`config.mk`:
```
export PLATFORM = sky130hd
export DESIGN_NAME = game_round_ctrl_flat
export DESIGN_NICKNAME = d
export VERILOG_FILES = /design/src/rtl/game_round_ctrl_pkg.sv /design/src/rtl/game_round_ctrl_if.sv /design/src/rtl/game_round_ctrl_hold_timer.sv /design/src/rtl/game_round_ctrl.sv /design/src/flat_wrapper.sv
export SDC_FILE = /design/constraint.sdc
export NUM_CORES = 1
export LEC_CHECK = 0
export ABC_AREA = 1
export CAP_MARGIN = 0
export CORE_MARGIN = 2
export CORE_UTILIZATION = 50
export CTS_CLUSTER_SIZE = 14
export DETAILED_ROUTE_END_ITERATION = 7
export HOLD_SLACK_MARGIN = 0.1
export PLACE_DENSITY = 0.89
export SLEW_MARGIN = 30
export SYNTH_ARGS = -nofsm -noshare
export SYNTH_HDL_FRONTEND = slang
export SYNTH_SLANG_ARGS = --single-unit
```
`constraint.sdc`:
```
create_clock -name clk -period 1.7 [get_ports clk]
set_input_delay 0.51 -clock clk [delete_from_list [all_inputs] [get_ports clk]]
set_output_delay 0.51 -clock clk [all_outputs]
set_load 0.02 [all_outputs]
```
`src/rtl/game_round_ctrl_pkg.sv`:
```
// Shared types and defaults for the memory-game round sequencer.
// Latency: n/a (declarations only).
// Backpressure: n/a.
package game_round_ctrl_pkg;

    // Round sequencer states, in the order a normal game walks through them.
    typedef enum logic [2:0] {
        IDLE  = 3'd0,
        SEED  = 3'd1,
        FILL  = 3'd2,
        SHOW  = 3'd3,
        GAP   = 3'd4,
        GUESS = 3'd5,
        WIN   = 3'd6,
        LOSE  = 3'd7
    } state_t;

    localparam int         GAME_DEPTH        = 8;
    localparam int         GAME_DATA_W       = 3;
    localparam int         GAME_HOLD_CYCLES  = 10_000_000;
    localparam logic [7:0] GAME_SEED_DEFAULT = 8'hA5;

    // Counter width for a 0..n-1 count; never narrower than one bit so
    // that n == 1 still yields a legal vector.
    function automatic int cnt_w(input int n);
        return (n > 1) ? $clog2(n) : 1;
    endfunction

endpackage

```
`src/rtl/game_round_ctrl_if.sv`:
```
// Bundle between the round sequencer and its switches / LFSR / register file / display.
// Latency: n/a (wires only); rf_rdata_i must be combinational for rf_addr_o.
// Backpressure: none; ctrl modport drives the datapath, dp modport is the datapath side.
//   user inputs : start_i, submit_i, guess_i
//   LFSR        : rnd_i, seed_load_o, seed_o, lfsr_step_o
//   reg file    : rf_we_o, rf_addr_o, rf_wdata_o, rf_rdata_i
//   display     : disp_val_o, disp_valid_o, score_o, win_o, lose_o
interface game_round_ctrl_if
    import game_round_ctrl_pkg::*;
#(
    parameter int DEPTH  = GAME_DEPTH,
    parameter int DATA_W = GAME_DATA_W
);
    localparam int AW = $clog2(DEPTH);
    localparam int SW = $clog2(DEPTH + 1);

    logic              start_i;
    logic              submit_i;
    logic [DATA_W-1:0] guess_i;
    logic [DATA_W-1:0] rnd_i;
    logic              seed_load_o;
    logic [7:0]        seed_o;
    logic              lfsr_step_o;
    logic              rf_we_o;
    logic [AW-1:0]     rf_addr_o;
    logic [DATA_W-1:0] rf_wdata_o;
    logic [DATA_W-1:0] rf_rdata_i;
    logic [DATA_W-1:0] disp_val_o;
    logic              disp_valid_o;
    logic [SW-1:0]     score_o;
    logic              win_o;
    logic              lose_o;

    modport ctrl (
        input  start_i, submit_i, guess_i, rnd_i, rf_rdata_i,
        output seed_load_o, seed_o, lfsr_step_o,
        output rf_we_o, rf_addr_o, rf_wdata_o,
        output disp_val_o, disp_valid_o, score_o, win_o, lose_o
    );

    modport dp (
        output start_i, submit_i, guess_i, rnd_i, rf_rdata_i,
        input  seed_load_o, seed_o, lfsr_step_o,
        input  rf_we_o, rf_addr_o, rf_wdata_o,
        input  disp_val_o, disp_valid_o, score_o, win_o, lose_o
    );

endinterface

```
`src/rtl/game_round_ctrl_hold_timer.sv`:
```
// Dwell timer for the symbol show / blank gap phases; counts 0..HOLD_CYCLES-1.
// Latency: done is combinational, high in the final enabled cycle of each period.
// Backpressure: none; clr wins over en and restarts the period from 0.
//   ports: clk, rst_n (sync, active-low), clr, en -> done
module hold_timer
    import game_round_ctrl_pkg::*;
#(
    parameter int HOLD_CYCLES = GAME_HOLD_CYCLES
) (
    input  logic clk,
    input  logic rst_n,
    input  logic clr,
    input  logic en,
    output logic done
);
    localparam int CW = cnt_w(HOLD_CYCLES);

    logic [CW-1:0] cnt_q;

    assign done = en && (cnt_q == CW'(HOLD_CYCLES - 1));

    always_ff @(posedge clk) begin
        if (!rst_n) begin
            cnt_q <= '0;
        end else if (clr || done) begin
            cnt_q <= '0;
        end else if (en) begin
            cnt_q <= cnt_q + CW'(1);
        end
    end

endmodule

```
`src/rtl/game_round_ctrl.sv`:
```
// Round sequencer for the memory game: seed, fill, play back, collect guesses, score.
// Latency: one clk from a switch edge to the state reaction; show/gap last HOLD_CYCLES each.
// Backpressure: none; only rising edges of start/submit act, submit is dropped when start fires.
//   ports: clk, rst_n (sync, active-low), bus (game_round_ctrl_if.ctrl)
//   ENTROPY_SEED_EN: when defined, seed_o is a free-running counter captured on the
//   new-game start edge; otherwise seed_o is the constant SEED_DEFAULT.
module game_round_ctrl
    import game_round_ctrl_pkg::*;
#(
    parameter int         DEPTH        = GAME_DEPTH,
    parameter int         DATA_W       = GAME_DATA_W,
    parameter int         HOLD_CYCLES  = GAME_HOLD_CYCLES,
    parameter logic [7:0] SEED_DEFAULT = GAME_SEED_DEFAULT
) (
    input  logic            clk,
    input  logic            rst_n,
    game_round_ctrl_if.ctrl bus
);
    localparam int AW = $clog2(DEPTH);
    localparam int SW = $clog2(DEPTH + 1);

    state_t        state_q, state_d;
    logic [AW-1:0] k_q, k_d;
    logic [AW-1:0] idx_q, idx_d;
    logic [SW-1:0] len_q, len_d;
    logic [SW-1:0] score_q, score_d;
    logic          start_q, submit_q;
    logic          start_edge, submit_edge;
    logic          timer_en, timer_clr, timer_done;
    logic          round_last, guess_ok, fill_last;

    // ------------------------------------------------------------------
    // State and round context
    // ------------------------------------------------------------------
    always_ff @(posedge clk) begin
        if (!rst_n) begin
            state_q  <= IDLE;
            k_q      <= '0;
            idx_q    <= '0;
            len_q    <= SW'(1);
            score_q  <= '0;
            start_q  <= 1'b0;
            submit_q <= 1'b0;
        end else begin
            state_q  <= state_d;
            k_q      <= k_d;
            idx_q    <= idx_d;
            len_q    <= len_d;
            score_q  <= score_d;
            start_q  <= bus.start_i;
            submit_q <= bus.submit_i;
        end
    end

    assign start_edge  = bus.start_i  & ~start_q;
    assign submit_edge = bus.submit_i & ~submit_q;

    // idx+1 == len avoids the len-1 underflow and needs no extra width.
    assign round_last = (SW'(idx_q) + SW'(1)) == len_q;
    assign guess_ok   = bus.guess_i == bus.rf_rdata_i;
    assign fill_last  = k_q == AW'(DEPTH - 1);

    // The timer restarts on every state change, so a SHOW->GAP->SHOW walk
    // always sees a fresh full-length period in each phase.
    assign timer_en  = (state_q == SHOW) || (state_q == GAP);
    assign timer_clr = state_d != state_q;

    hold_timer #(
        .HOLD_CYCLES (HOLD_CYCLES)
    ) u_hold_timer (
        .clk   (clk),
        .rst_n (rst_n),
        .clr   (timer_clr),
        .en    (timer_en),
        .done  (timer_done)
    );

    // ------------------------------------------------------------------
    // Next state and round bookkeeping
    // ------------------------------------------------------------------
    always_comb begin
        state_d = state_q;
        k_d     = k_q;
        idx_d   = idx_q;
        len_d   = len_q;
        score_d = score_q;

        unique case (state_q)
            IDLE: begin
                if (start_edge) state_d = SEED;
            end
            SEED: begin
                state_d = start_edge ? IDLE : FILL;
            end
            FILL: begin
                if (start_edge) begin
                    state_d = IDLE;
                end else if (fill_last) begin
                    state_d = SHOW;
                    k_d     = '0;
                end else begin
                    k_d = k_q + AW'(1);
                end
            end
            SHOW: begin
                if (start_edge)      state_d = IDLE;
                else if (timer_done) state_d = GAP;
            end
            GAP: begin
                if (start_edge) begin
                    state_d = IDLE;
                end else if (timer_done) begin
                    if (!round_last) begin
                        idx_d   = idx_q + AW'(1);
                        state_d = SHOW;
                    end else begin
                        idx_d   = '0;
                        state_d = GUESS;
                    end
                end
            end
            GUESS: begin
                // start is checked first so a same-cycle submit is dropped
                if (start_edge) begin
                    state_d = IDLE;
                end else if (submit_edge) begin
                    if (!guess_ok) begin
                        state_d = LOSE;
                    end else if (!round_last) begin
                        idx_d = idx_q + AW'(1);
                    end else begin
                        score_d = score_q + SW'(1);
                        if (len_q == SW'(DEPTH)) begin
                            state_d = WIN;
                        end else begin
                            len_d   = len_q + SW'(1);
                            idx_d   = '0;
                            state_d = SHOW;
                        end
                    end
                end
            end
            WIN, LOSE: begin
                if (start_edge) state_d = SEED;
            end
            default: state_d = IDLE;
        endcase

        // Both ending a game and starting a new one begin from a clean context.
        if (state_d == IDLE || state_d == SEED) begin
            k_d     = '0;
            idx_d   = '0;
            len_d   = SW'(1);
            score_d = '0;
        end
    end

    // ------------------------------------------------------------------
    // Datapath controls, decoded from the registered state only
    // ------------------------------------------------------------------
    always_comb begin
        bus.seed_load_o  = 1'b0;
        bus.lfsr_step_o  = 1'b0;
        bus.rf_we_o      = 1'b0;
        bus.rf_addr_o    = '0;
        bus.rf_wdata_o   = '0;
        bus.disp_val_o   = '0;
        bus.disp_valid_o = 1'b0;
        bus.win_o        = 1'b0;
        bus.lose_o       = 1'b0;

        unique case (state_q)
            SEED: begin
                bus.seed_load_o = 1'b1;
            end
            FILL: begin
                bus.rf_we_o     = 1'b1;
                bus.lfsr_step_o = 1'b1;
                bus.rf_addr_o   = k_q;
                bus.rf_wdata_o  = bus.rnd_i;
            end
            SHOW: begin
                bus.rf_addr_o    = idx_q;
                bus.disp_val_o   = bus.rf_rdata_i;
                bus.disp_valid_o = 1'b1;
            end
            GUESS: begin
                bus.rf_addr_o = idx_q;
            end
            WIN: begin
                bus.win_o        = 1'b1;
                bus.disp_valid_o = 1'b1;
                bus.disp_val_o   = DATA_W'(score_q);
            end
            LOSE: begin
                bus.lose_o = 1'b1;
            end
            default: ;
        endcase
    end

    assign bus.score_o = score_q;

    // ------------------------------------------------------------------
    // Seed source
    // ------------------------------------------------------------------
`ifdef ENTROPY_SEED_EN
    logic [7:0] ent_cnt_q;
    logic [7:0] seed_q;

    // Capturing the counter at the press ties each game to human timing.
    always_ff @(posedge clk) begin
        if (!rst_n) begin
            ent_cnt_q <= '0;
            seed_q    <= '0;
        end else begin
            ent_cnt_q <= ent_cnt_q + 8'd1;
            if (start_edge && (state_q == IDLE || state_q == WIN || state_q == LOSE)) begin
                seed_q <= ent_cnt_q;
            end
        end
    end

    assign bus.seed_o = seed_q;
`else
    assign bus.seed_o = SEED_DEFAULT;
`endif

endmodule

```
`src/flat_wrapper.sv`:
```
// flat-port wrapper written by rule: the top's interface ports become plain ports
module game_round_ctrl_flat import game_round_ctrl_pkg::*;
#(
    parameter int         DEPTH        = GAME_DEPTH,
    parameter int         DATA_W       = GAME_DATA_W,
    parameter int         HOLD_CYCLES  = GAME_HOLD_CYCLES,
    parameter logic [7:0] SEED_DEFAULT = GAME_SEED_DEFAULT
)
  (clk, rst_n, bus_start_i, bus_submit_i, bus_guess_i, bus_rnd_i, bus_rf_rdata_i, bus_seed_load_o, bus_seed_o, bus_lfsr_step_o, bus_rf_we_o, bus_rf_addr_o, bus_rf_wdata_o, bus_disp_val_o, bus_disp_valid_o, bus_score_o, bus_win_o, bus_lose_o);
  game_round_ctrl_if #(.DEPTH(DEPTH), .DATA_W(DATA_W)) bus_i ();
  input  logic clk;
  input  logic rst_n;
  input wire logic [$bits(bus_i.start_i)-1:0] bus_start_i;
  input wire logic [$bits(bus_i.submit_i)-1:0] bus_submit_i;
  input wire logic [$bits(bus_i.guess_i)-1:0] bus_guess_i;
  input wire logic [$bits(bus_i.rnd_i)-1:0] bus_rnd_i;
  input wire logic [$bits(bus_i.rf_rdata_i)-1:0] bus_rf_rdata_i;
  output wire logic [$bits(bus_i.seed_load_o)-1:0] bus_seed_load_o;
  output wire logic [$bits(bus_i.seed_o)-1:0] bus_seed_o;
  output wire logic [$bits(bus_i.lfsr_step_o)-1:0] bus_lfsr_step_o;
  output wire logic [$bits(bus_i.rf_we_o)-1:0] bus_rf_we_o;
  output wire logic [$bits(bus_i.rf_addr_o)-1:0] bus_rf_addr_o;
  output wire logic [$bits(bus_i.rf_wdata_o)-1:0] bus_rf_wdata_o;
  output wire logic [$bits(bus_i.disp_val_o)-1:0] bus_disp_val_o;
  output wire logic [$bits(bus_i.disp_valid_o)-1:0] bus_disp_valid_o;
  output wire logic [$bits(bus_i.score_o)-1:0] bus_score_o;
  output wire logic [$bits(bus_i.win_o)-1:0] bus_win_o;
  output wire logic [$bits(bus_i.lose_o)-1:0] bus_lose_o;
  assign bus_i.start_i = bus_start_i;
  assign bus_i.submit_i = bus_submit_i;
  assign bus_i.guess_i = bus_guess_i;
  assign bus_i.rnd_i = bus_rnd_i;
  assign bus_i.rf_rdata_i = bus_rf_rdata_i;
  assign bus_seed_load_o = bus_i.seed_load_o;
  assign bus_seed_o = bus_i.seed_o;
  assign bus_lfsr_step_o = bus_i.lfsr_step_o;
  assign bus_rf_we_o = bus_i.rf_we_o;
  assign bus_rf_addr_o = bus_i.rf_addr_o;
  assign bus_rf_wdata_o = bus_i.rf_wdata_o;
  assign bus_disp_val_o = bus_i.disp_val_o;
  assign bus_disp_valid_o = bus_i.disp_valid_o;
  assign bus_score_o = bus_i.score_o;
  assign bus_win_o = bus_i.win_o;
  assign bus_lose_o = bus_i.lose_o;
  game_round_ctrl #(.DEPTH(DEPTH), .DATA_W(DATA_W), .HOLD_CYCLES(HOLD_CYCLES), .SEED_DEFAULT(SEED_DEFAULT)) u_core (.clk(clk), .rst_n(rst_n), .bus(bus_i));
endmodule
```
After elaboration in Yosys (flattened, before gate mapping)
Index checks and enable logic that the tools add are counted.
Operators by class
  add/sub/neg operators: 6
  equality and inequality tests: 20
  multiplexer cells: 33
  bitwise logic cells: 7
  reductions and logical operators: 16
Operator list (count)
  two-way mux 3 bit: 23
  adder 24 x 1 -> 24 bit, second input constant: 1
  == test 24 bit, second input constant: 1
  one-hot mux 3 bit (2 select lines): 3
  one-hot mux 3 bit (6 select lines): 1
  == test 3 bit, second input constant: 5
  adder 4 x 1 -> 4 bit, second input constant: 2
  OR reduction 2 bit: 4
  AND reduction 7 bit: 1
  adder 3 x 1 -> 3 bit, second input constant: 2
  == test 3 x 1 -> 1 bit, second input constant: 2
  == test 3 x 2 -> 1 bit, second input constant: 2
  logical NOT 3 bit: 2
  inequality test 2 bit, second input constant: 3
  AND reduction 6 bit: 1
  two-way mux 1 bit: 5
  inverter 1 bit: 5
  AND reduction 5 bit: 1
  adder 3 x 1 -> 4 bit, second input constant: 1
  == test 4 bit: 1
  == test 4 bit, second input constant: 1
  inequality test 2 x 1 -> 1 bit, second input constant: 2
  == test 3 bit: 1
  logical OR 1 bit: 3
  8 further kinds: 9
Storage, ports and cells
  register bits: 43
  input bits: 13
  logic and storage cells: 90

Logic depth before layout (Yosys ltp)
  depth in word-level cells: 10
  mapped depth: 17
  depth with buffers taken out: 16

By module
From an unflattened synthesis, not the netlist that was laid out.
Second synthesis, totals
  cells, all modules: 462
  area total of the unflattened synthesis: 2987.9 um2
By module, submodules not included
  game_round_ctrl: instances 1, cells an instance 246, area each 1612.8 um2
  hold_timer: instances 1, cells an instance 216, area each 1375.1 um2

Worst setup path before layout
Ideal clock, no wire load.
  path kind: register -> output
  start: register u_core.state_q[1]
  end: output port bus_rf_addr_o[1]
  data arrival time: 1.610 ns
  required time: 1.190 ns
  setup slack: -0.420 ns
  stages on the path, launching flop included: 6
  buffers on the path: 1
  cell sequence: dfxtp_1 -> buf_6 -> inv_1 -> nor3_2 -> inv_1 -> o21ai_0
Between the ends
  cells in the longest elaborated chain, start to end: 3
RTL lines
  from (decl): RTL line game_round_ctrl.sv:22  | state_t state_q, state_d;
  from (signal assigned): RTL line game_round_ctrl.sv:45  | state_q <= state_d;
  == test 3 bit or == test 3 x 2 -> 1 bit (tied branches): RTL line game_round_ctrl.sv:172  | unique case (state_q)
  OR reduction 2 bit (no source line)
  one-hot mux 3 bit (2 select lines) *: RTL line game_round_ctrl.sv:172
  to (decl): RTL line flat_wrapper.sv:22  | output wire logic [$bits(bus_i.rf_addr_o)-1:0] bus_rf_addr_o;
Mark *: on every way between the ends. The rest lies on a longest branch, timed or not.

Worst setup path after layout
  start: register u_core.u_hold_timer.cnt_q[0]
  end: register u_core.u_hold_timer.cnt_q[22]
Between the ends
  cells in the longest elaborated chain, start to end: 8
RTL lines
  from (decl): RTL line game_round_ctrl_hold_timer.sv:18  | logic [CW-1:0] cnt_q;
  from (signal assigned): RTL line game_round_ctrl_hold_timer.sv:28  | cnt_q <= cnt_q + CW'(1);
  == test 24 bit: RTL line game_round_ctrl_hold_timer.sv:20  | assign done = en && (cnt_q == CW'(HOLD_CYCLES - 1));
  logical AND 1 bit: RTL line game_round_ctrl_hold_timer.sv:20
  two-way mux 3 bit, on equally long branches: RTL line game_round_ctrl.sv:112, game_round_ctrl.sv:107
  two-way mux 3 bit, on equally long branches: RTL line game_round_ctrl.sv:110, game_round_ctrl.sv:106
  one-hot mux 3 bit (6 select lines): RTL line game_round_ctrl.sv:88  | unique case (state_q)
  inequality test 3 bit: RTL line game_round_ctrl.sv:66  | assign timer_clr = state_d != state_q;
  logical OR 1 bit: RTL line game_round_ctrl_hold_timer.sv:25  | end else if (clr || done) begin
  OR reduction 2 bit (no source line)
Several ways; a longest one is shown, not always the timed one.
A chain may end at the register's enable or synchronous reset.

==> flow_metrics.py <==
metrics = {
    "critical_path": {
        "crit_fanout": 5,
        "cp_cell_sequence": "ha_4 -> nand2_4 -> nor2_4 -> nand2_2 -> nor2_2 -> nand2_2 -> nand2_1 -> nand2_2 -> a21oi_2 -> nand2_1 -> nand2_2 -> nand3_4 -> buf_16 -> nor3_2",
        "worst-setup-path-type": "flop to flop",
        "cpMostUsedCell": "nand2_2",
        "crit_family": "simple AND/OR/NAND/NOR gates",
        "cp-start-kind": "flop",
        "endpoint_kind": "flop",
        "crit_slowest_cell": "dfxtp_2",
        "worst_path_largest_cell_delay_ns": 0.37,
        "path_buf_inv": 1,
        "cp_data_arrival_time_ns": 2.69,
        "cp.required_ns": 1.93,
    },
    "cts": {
        "clockBufferDepth": 2,
        "ctsHoldBuffers": 0,
        "root_buffer": "clkbuf_8",
        "clkSinkCount": 43,
        "clock_latency_ns": 0.32,
        "numCtsBuffers": 5,
        "h-tree-depth": 2,
        "cts_tree": "yes",
        "clk_pin_slew_ns": 0.10,
    },
    "timing": {
        "drv_slew": 0,
        "fin_crit_sh_pct": 144.8,
        "setup-tns-final_ns": -29.53,
        "hold_viol_final": 0,
        "rsz0062_at_grt": "yes",
        "finalCriticalPeriod_ns": 2.462,
        "timing.final.ws_setup_ns": -0.7621,
        "fin_skew_ns": 0.01602,
        "timing.fmax_ghz": 0.4062,
        "final-setup-viol-count": 57,
    },
    "logic_synthesis": {
        "synth_area_um2": 2979,
        "synth_top_family_by_area": "simple AND/OR/NAND/NOR gates",
        "synth.most_common_cell": "nand2_1",
        "synth.area.mux_share_pct": 0.3360,
        "yosys.area.top_type": "dfxtp_1",
        "async_flop_share_pct": 0,
        "yosys-top-cells-count": "101 x nand2_1, 73 x inv_1, 52 x nor2_1, 43 x dfxtp_1, 27 x nor3_1",
        "synth_compound_gate_area_share_pct": 5.418,
        "yosys-top-cells-area": "dfxtp_1 29%, nand2_1 13%, inv_1 9.2%, nor2_1 6.6%, xor2_1 5.6%",
        "synth.distinct_cells": 32,
        "syn_avg_cell_area_um2": 6.710,
        "synth-seq-cells": 43,
        "synth_edf_count": 0,
        "ys.flop_type": "dfxtp_1",
        "synth_xor_area_share_pct": 7.644,
        "synthSimpleGateAreaFrac_pct": 39.86,
        "synthCells": 444,
        "yosys.area.top_type_share_pct": 28.90,
        "ys_warn_count": 0,
        "yosysSeqAreaShare_pct": 28.90,
        "synth_adder_area_share_pct": 2.940,
    },
    "floorplanning": {
        "initial_core_util_pct": 50.92,
        "core_um2": 5851,
        "ios": 40,
        "die_h_um": 81.19,
        "die_area_um2": 6592,
        "num_rows": 28,
        "die_w_um": 81.19,
    },
    "global_routing": {
        "grt_max_degree": 25,
        "grt_pass1_wl_um": 18560,
        "grt_antenna_before_repair": 0,
        "grt_pass1_vias": 4025,
        "gr-total-overflow": 0,
        "track_usage_pct": 37.53,
    },
    "cells_and_area": {
        "drive_gt1_share_pct": 51.16,
        "num_antenna_cells": 0,
        "final_core_util_pct": 88.22,
        "nNetsFinal": 625,
        "areaGrowthSynthToFinish_pct": 73.25,
    },
    "place": {
        "place.gp.congestion": 0.9967,
        "post-dp-hpwl_um": 6720,
        "dp_slack_ns": -0.7460,
        "port_buffers": 31,
    },
    "min_path": {
        "hold_class": "primary input to flop",
    },
    "power": {
        "powerDensity_nw_per_um2": 460.2,
        "peakVddDrop_mv": 0.3923,
        "power_uw": 2375,
        "power_leakage_uw": 0.002259,
    },
    "routing": {
        "wirelength_um": 15200,
        "firstDrtPassIters": 8,
        "drc": 1,
        "first_iter_violations": 376,
        "avgRoutedWirePerCell_um": 22.32,
        "num_vias": 4160,
        "viasPerCell": 6.109,
        "postRouteAntennaNets": 0,
    },
    "run_status": {
        "status": "finished with violations",
        "failed_checks": "design-rule violations, negative setup slack",
    },
    "flow_run": {
        "max-cap-violations": 0,
    },
}
-- final timing paths --
path	end	slack (ns)	start	cells past startpoint
hold reg to reg	u_core.k_q[0]	0.56	u_core.k_q[0]	2
setup / recovery	u_core.u_hold_timer.cnt_q[22]	-0.76	u_core.u_hold_timer.cnt_q[0]	14
setup reg to reg	u_core.u_hold_timer.cnt_q[22]	-0.76	u_core.u_hold_timer.cnt_q[0]	14
hold / removal	u_core.start_q	0.54	bus_start_i	3
-- layer usage --
layer	track usage [%]	share of wire, %	up-vias
met3	9.222	10	179
met4	32.03	11	0
met5	0	0	-
met1	35.58	32	1903
met2	67.36	47	384
li1	-	-	1694
-- flip-flops by register name, summed over array words and instances (netlist names) --
name                       cells
u_core.k_q                     3
u_core.u_hold_timer.cnt_q     24
u_core.submit_q                1
u_core.bus.score_o             4
u_core.start_q                 1
u_core.idx_q                   3
u_core.state_q                 3
u_core.len_q                   4
-- final cells by class --
cell class              count  area (um^2)
fillers                   260        689.4
flip-flops and latches     43        879.6
repair inverters            1        7.507
clock inverters             1        5.005
inverters                  76        302.8
multi-input cells         315         2315
well taps                  75        93.84
clock buffers               7        86.33
repair buffers            163         1471
-- cells by family (layout without fill, tap and decap cells) --
family / after synthesis / count (layout)
buffers and inverters: 92 / 248
other: 2 / 8
AO/OA/AOI/OAI: 30 / 30
multiplexers: 1 / 1
adder cells (fa/ha/maj): 7 / 7
XOR/XNOR: 26 / 26
AND/OR/NAND/NOR: 243 / 243
flip-flops: 43 / 43
-- placed cells by master (no fill, tap or decap), types with 10 or more instances in the layout --
master / instances
buf_6: 31
nor3_2: 22
buf_4: 109
nor2_4: 18
nand3_2: 10
nand2_2: 30
dfxtp_1: 34
nand3_1: 14
dlygate4sd2_1: 11
nand2_1: 70
inv_1: 64
nor2_2: 16
nand4_1: 11
xor2_1: 18
nor2_1: 28
-- per-stage QoR --
stage / instance area (um^2) / hold slack [ns] / cells
6_report: 5161 / 0.5427 / 681
5_1_grt: 5161 / 0.5646 / 681
4_1_cts: 4833 / 0.4988 / 670
3_5_place_dp: 4242 / 0.4894 / 642
3_3_place_gp: 4242 / 0.4753 / 642
2_1_floorplan: 3189 / 0.4603 / 450
-- where the power goes --
part	leakage, uW	internal [uW]	switching, uW
sequential	0.000352	1010	15.8
combinational	0.00186	255	353
clock	0.0000482	329	410
total	0.00226	1600	779
-- worst min-delay path, delay by kind of cell --
family / cells / cell delay [ns]
buffers and inverters: 2 / 0.26
AND/OR/NAND/NOR: 1 / 0.06
-- timing repair --
action,4_1_cts,5_1_grt
endpoints found under the setup margin,60,56
pin swaps,44,24
gates resized for setup,189,57
cloned,2,3
buffers inserted,19,10
Power figures use the tool's default switching activity.
